`src/rtl/gpr_wb_arbiter.sv`:
```
// Round-robin arbiter sharing the single GPR write port among N_REQ writeback sources.
// Define GPR_WB_BYPASS_EN to add the same-cycle read-after-write forwarding compare.
module gpr_wb_arbiter #(
    parameter int unsigned N_REQ = 3,
    parameter int unsigned XLEN  = 32,
    parameter int unsigned AW    = 5
) (
    input  logic                  clock_in,
    input  logic                  reset_in,
    input  logic                  stall_in,
    input  logic [N_REQ-1:0]      req_valid_in,
    input  logic [N_REQ*AW-1:0]   req_addr_in,
    input  logic [N_REQ*XLEN-1:0] req_data_in,
    output logic [N_REQ-1:0]      req_ready_out,
    output logic                  write_enable_out,
    output logic [AW-1:0]         rd_addr_out,
    output logic [XLEN-1:0]       rd_data_out,
    output logic [15:0]           grant_count_out
`ifdef GPR_WB_BYPASS_EN
    ,
    input  logic [AW-1:0]         rs1_addr_in,
    input  logic [AW-1:0]         rs2_addr_in,
    output logic                  rs1_fwd_out,
    output logic                  rs2_fwd_out,
    output logic [XLEN-1:0]       fwd_data_out
`endif
);

    localparam int unsigned PW = (N_REQ > 1) ? $clog2(N_REQ) : 1;

    logic [PW-1:0]   rr_ptr;
    logic [PW-1:0]   rr_ptr_next;
    logic [PW-1:0]   idx;
    logic            grant_any;
    logic [AW-1:0]   sel_addr;
    logic [XLEN-1:0] sel_data;

    // Scan from the RR pointer, wrapping; the first valid source wins.
    always_comb begin
        req_ready_out = '0;
        grant_any     = 1'b0;
        sel_addr      = '0;
        sel_data      = '0;
        rr_ptr_next   = rr_ptr;
        idx           = '0;
        if (reset_in && !stall_in) begin
            for (int unsigned k = 0; k < N_REQ; k++) begin
                idx = PW'((32'(rr_ptr) + k) % N_REQ);
                if (!grant_any && req_valid_in[idx]) begin
                    grant_any          = 1'b1;
                    req_ready_out[idx] = 1'b1;
                    sel_addr           = req_addr_in[idx*AW +: AW];
                    sel_data           = req_data_in[idx*XLEN +: XLEN];
                    rr_ptr_next        = PW'((32'(idx) + 1) % N_REQ);
                end
            end
        end
    end

    always_ff @(posedge clock_in or negedge reset_in) begin
        if (!reset_in) begin
            write_enable_out <= 1'b0;
            rd_addr_out      <= '0;
            rd_data_out      <= '0;
            grant_count_out  <= '0;
            rr_ptr           <= '0;
        end else if (!stall_in) begin
            if (grant_any) begin
                // x0 writes are accepted and counted but never enable the GPR write.
                write_enable_out <= (sel_addr != '0);
                rd_addr_out      <= sel_addr;
                rd_data_out      <= sel_data;
                rr_ptr           <= rr_ptr_next;
                grant_count_out  <= grant_count_out + 16'd1;
            end else begin
                write_enable_out <= 1'b0;
            end
        end
    end

`ifdef GPR_WB_BYPASS_EN
    assign rs1_fwd_out  = write_enable_out & (rs1_addr_in == rd_addr_out);
    assign rs2_fwd_out  = write_enable_out & (rs2_addr_in == rd_addr_out);
    assign fwd_data_out = rd_data_out;
`endif

endmodule

```
`config.mk`:
```
export PLATFORM = sky130hd
export DESIGN_NAME = gpr_wb_arbiter
export DESIGN_NICKNAME = d
export VERILOG_FILES = /design/src/rtl/gpr_wb_arbiter.sv
export SDC_FILE = /design/constraint.sdc
export NUM_CORES = 1
export LEC_CHECK = 0
export CELL_PAD_IN_SITES_DETAIL_PLACEMENT = 0
export CELL_PAD_IN_SITES_GLOBAL_PLACEMENT = 1
export CORE_UTILIZATION = 32
export DETAILED_ROUTE_END_ITERATION = 10
export GPL_TIMING_DRIVEN = 0
export PLACE_DENSITY_LB_ADDON = 0.1
export SYNTH_ARGS = -nofsm -noshare
export SYNTH_HDL_FRONTEND = slang
export SYNTH_SLANG_ARGS = --single-unit
```
`constraint.sdc`:
```
create_clock -name clock_in -period 5.7 [get_ports clock_in]
set_input_delay 1.14 -clock clock_in [delete_from_list [all_inputs] [get_ports clock_in]]
set_output_delay 1.14 -clock clock_in [all_outputs]
set_load 0.02 [all_outputs]
```
==> metrics.csv <==
stage,metric,value,unit
yosys,synthCells,353,
yosys,ys_seq_area_share,40.70,%
timing,timing.fmax,216.0,MHz
critical_path,worstPathMaxFanout,7,
final_layout,multi_input_area,0.001836,sq mm
timing,slew_viol_final,0,
critical_path,reg2reg_slack,3.13,ns
final_layout,nets,656,
drt,drtAntennaViolNets,0,
yosys,synth_edf_count,0,
cts,cts_buffers,5,
timing,hold_violations,0,
die,die_h,105.7,um
final_layout,fin_cells,670,
cts,hold_buffers,0,
job,cap_viol_max_count,0,
run_status,status,completed,
drt,finalWirelength,11.28,mm
final_layout,drive_gt1_share,9.176,%
cts,h-tree-depth,2,
timing,fin_skew,0.01076,ns
place,io_buffer_count,172,
yosys,netlist_area,0.003443,sq mm
critical_path,timing.rr.end,rd_data_out[13],
place,place_hpwl,8.717,mm
final_layout,diodes,0,
place,gp_congestion,0.8696,
critical_path,reg2reg_from,rr_ptr[1],
worst_hold_path,hold_start,grant_count_out[15],
die,io_pins,174,
die,core-area,0.01037,sq mm
cts,cts_tree,yes,
critical_path,cp.required,4.56,ns
timing,fin_crit,4.630,ns
global_route,grt_max_degree,34,
timing,hold-worst-slack,0.4740,ns
final_layout,syn_to_final_growth,58.90,%
timing,finalCritPeriodShare,81.23,%
cts,postCtsSetupBuffers,0,
timing,max_slew_margin,60.82,%
die,die_area,0.01118,sq mm
cts,clk_latency,0.32,ns
cts,clkTransAtPathRegs,0.11,ns
critical_path,ff2ff_path_depth,9,
die,die_x,105.7,um
yosys,ys_seq_elements,56,
global_route,track_usage,20.19,%
critical_path,path_class,primary input to primary output,
drt,drc,0,
drt,routed-via-count,3588,
final_layout,fillerInstances,1000,
final_layout,final_common_cell,clkdlybuf4s50_1,
global_route,grt_overflow_total,0,
cts,clock_sinks,56,
timing,rsz0062_at_grt,false,
yosys,synth_flop_cell,dfrtp_1,
critical_path,worst_setup_path_start_kind,primary input,
yosys,syn_avg_cell_area,9.754,sq um
critical_path,cp_data_arrival_time,3.49,ns
worst_hold_path,min_path_cells,1,
power,ir_worst_vdd,0.0002143,V
drt,drt_first_pass_iters,5,
drt,drtIter0Drc,264,
timing,finalSetupViolCount,0,
drt,wl_per_cell,16.83,um
cts,root_buffer,clkbuf_8,
final_layout,final_cell_mix,"171 x clkdlybuf4s50_1, 56 x dfrtp_1, 55 x nand2_1",
yosys,async_reset_ff_share,100.0,%
power,p_leak,2.193,nW
global_route,antenna_found_initial,0,
cts,cts-resized-gates,0,
timing,tightest_slew,0.5877,ns
yosys,yosys_warnings,0,
global_route,grt_pass1_vias,3586,
worst_hold_path,worstHoldEndpoint,grant_count_out[15],
global_route,grt_pass1_wl,17.98,mm
worst_hold_path,hold_path_class,register to register,
yosys,synth_nets,476,
final_layout,regArea,0.001401,sq mm
die,num_rows,37,
place,dp_cells,662,
die,start_util,33.20,%
critical_path,end_kind,primary output,
power,p_per_area,531.9,mW/mm^2
drt,vias_per_cell,5.355,
cts,clock_path_buffers,2,
yosys,yosys.cell_types.count,53,
==> where the power goes <==
| group | leakage (nW) | total [mW] | internal (mW) | switching, mW |
|---|---|---|---|---|
| Combinational | 1.41 | 1.97 | 0.882 | 1.09 |
| Clock | 0.0614 | 0.281 | 0.144 | 0.137 |
| Sequential | 0.721 | 0.659 | 0.557 | 0.102 |
==> per-layer routing <==
layer	share of wire, %	track usage (%)	up-vias
met5	0	0	-
met4	2.3	6.349	0
met3	6.2	3.092	19
met2	49	34.45	141
met1	43	26.12	1715
li1	-	-	1713
==> sequential cells by signal, indices dropped and copies added, names as in the netlist <==
| signal | count |
|---|---|
| write_enable_out | 1 |
| rr_ptr | 2 |
| rd_data_out | 32 |
| grant_count_out | 16 |
| rd_addr_out | 5 |
==> metrics by stage <==
stage | power (mW) | cell area, sq um | setup slack, ns | TNS (ns) | utilization, %
floorplan | 1.915 | 3443 | 2.144 | 0 | -
global placement | 2.624 | 5335 | -0.4279 | -1.179 | 51.45
detailed placement | 2.642 | 5350 | 1.096 | 0 | 51.59
CTS | 2.930 | 5472 | 1.080 | 0 | 52.76
global route | 3.122 | 5472 | 0.9567 | 0 | 52.76
finish | 2.910 | 5472 | 1.070 | 0 | 52.76
==> cell type report <==
class / instances / area share, %
inverters: 6 / 0.4116
clock buffers: 6 / 1.509
repair buffers: 173 / 31.74
plain buffers: 27 / 3.362
well taps: 136 / 3.110
flip-flops and latches: 56 / 25.61
multi-input cells: 264 / 33.55
clock inverters: 2 / 0.7089
==> cell families (layout without fill, tap and decap cells) <==
| kind of cell | Yosys count | in the layout | synth area share, % |
|---|---|---|---|
| AOI/OAI and AO/OA | 125 | 125 | 27.87 |
| xor gates and xnor gates | 15 | 15 | 3.815 |
| adders and majority gates | 6 | 6 | 2.180 |
| buffers and inverters | 33 | 214 | 5.996 |
| DFF | 56 | 56 | 40.70 |
| muxes | 16 | 16 | 5.087 |
| and+or+nand+nor | 102 | 102 | 14.35 |
==> worst max-delay path, stage by stage <==
cell and delay, ns:
clkdlybuf4s50_1 0.60, mux2i_4 0.34, a2bb2oi_4 0.28, and3_4 0.24, o21ai_0 0.07, a21oi_1 0.17
clkdlybuf4s50_1 0.64
==> synth_stat cells, types with 3 or more instances <==
library cell,n,share of area [%]
a211oi_1,4,0.87
a21oi_1,12,1.7
a221oi_1,3,0.76
a222oi_1,32,9.3
and3_1,4,0.73
buf_2,12,1.7
buf_6,8,2.6
clkbuf_1,5,0.55
dfrtp_1,56,41
ha_1,6,2.2
inv_1,5,0.55
mux2i_1,13,3.8
nand2_1,55,6.0
nand3_1,10,1.5
nand4_1,8,1.5
nor2_1,11,1.2
o21ai_0,12,1.7
o21ai_1,33,4.8
o22ai_1,3,0.55
o2bb2ai_1,5,1.3
o31ai_1,3,0.65
xnor2_1,11,2.8
xor2_1,4,1.0
==> worst max-delay path by stage <==
stage                     from                to  slack, ns  cells past startpoint
5_1_grt        req_valid_in[0]  req_ready_out[2]       0.96                      7
2_1_floorplan  req_valid_in[2]  req_ready_out[0]       2.14                      6
6_report       req_valid_in[0]  req_ready_out[2]       1.07                      7
3_5_place_dp   req_valid_in[0]  req_ready_out[2]       1.10                      7
4_1_cts        req_valid_in[0]  req_ready_out[2]       1.08                      7
3_3_place_gp          reset_in  req_ready_out[1]      -0.43                      5
Power figures use the tool's default switching activity.
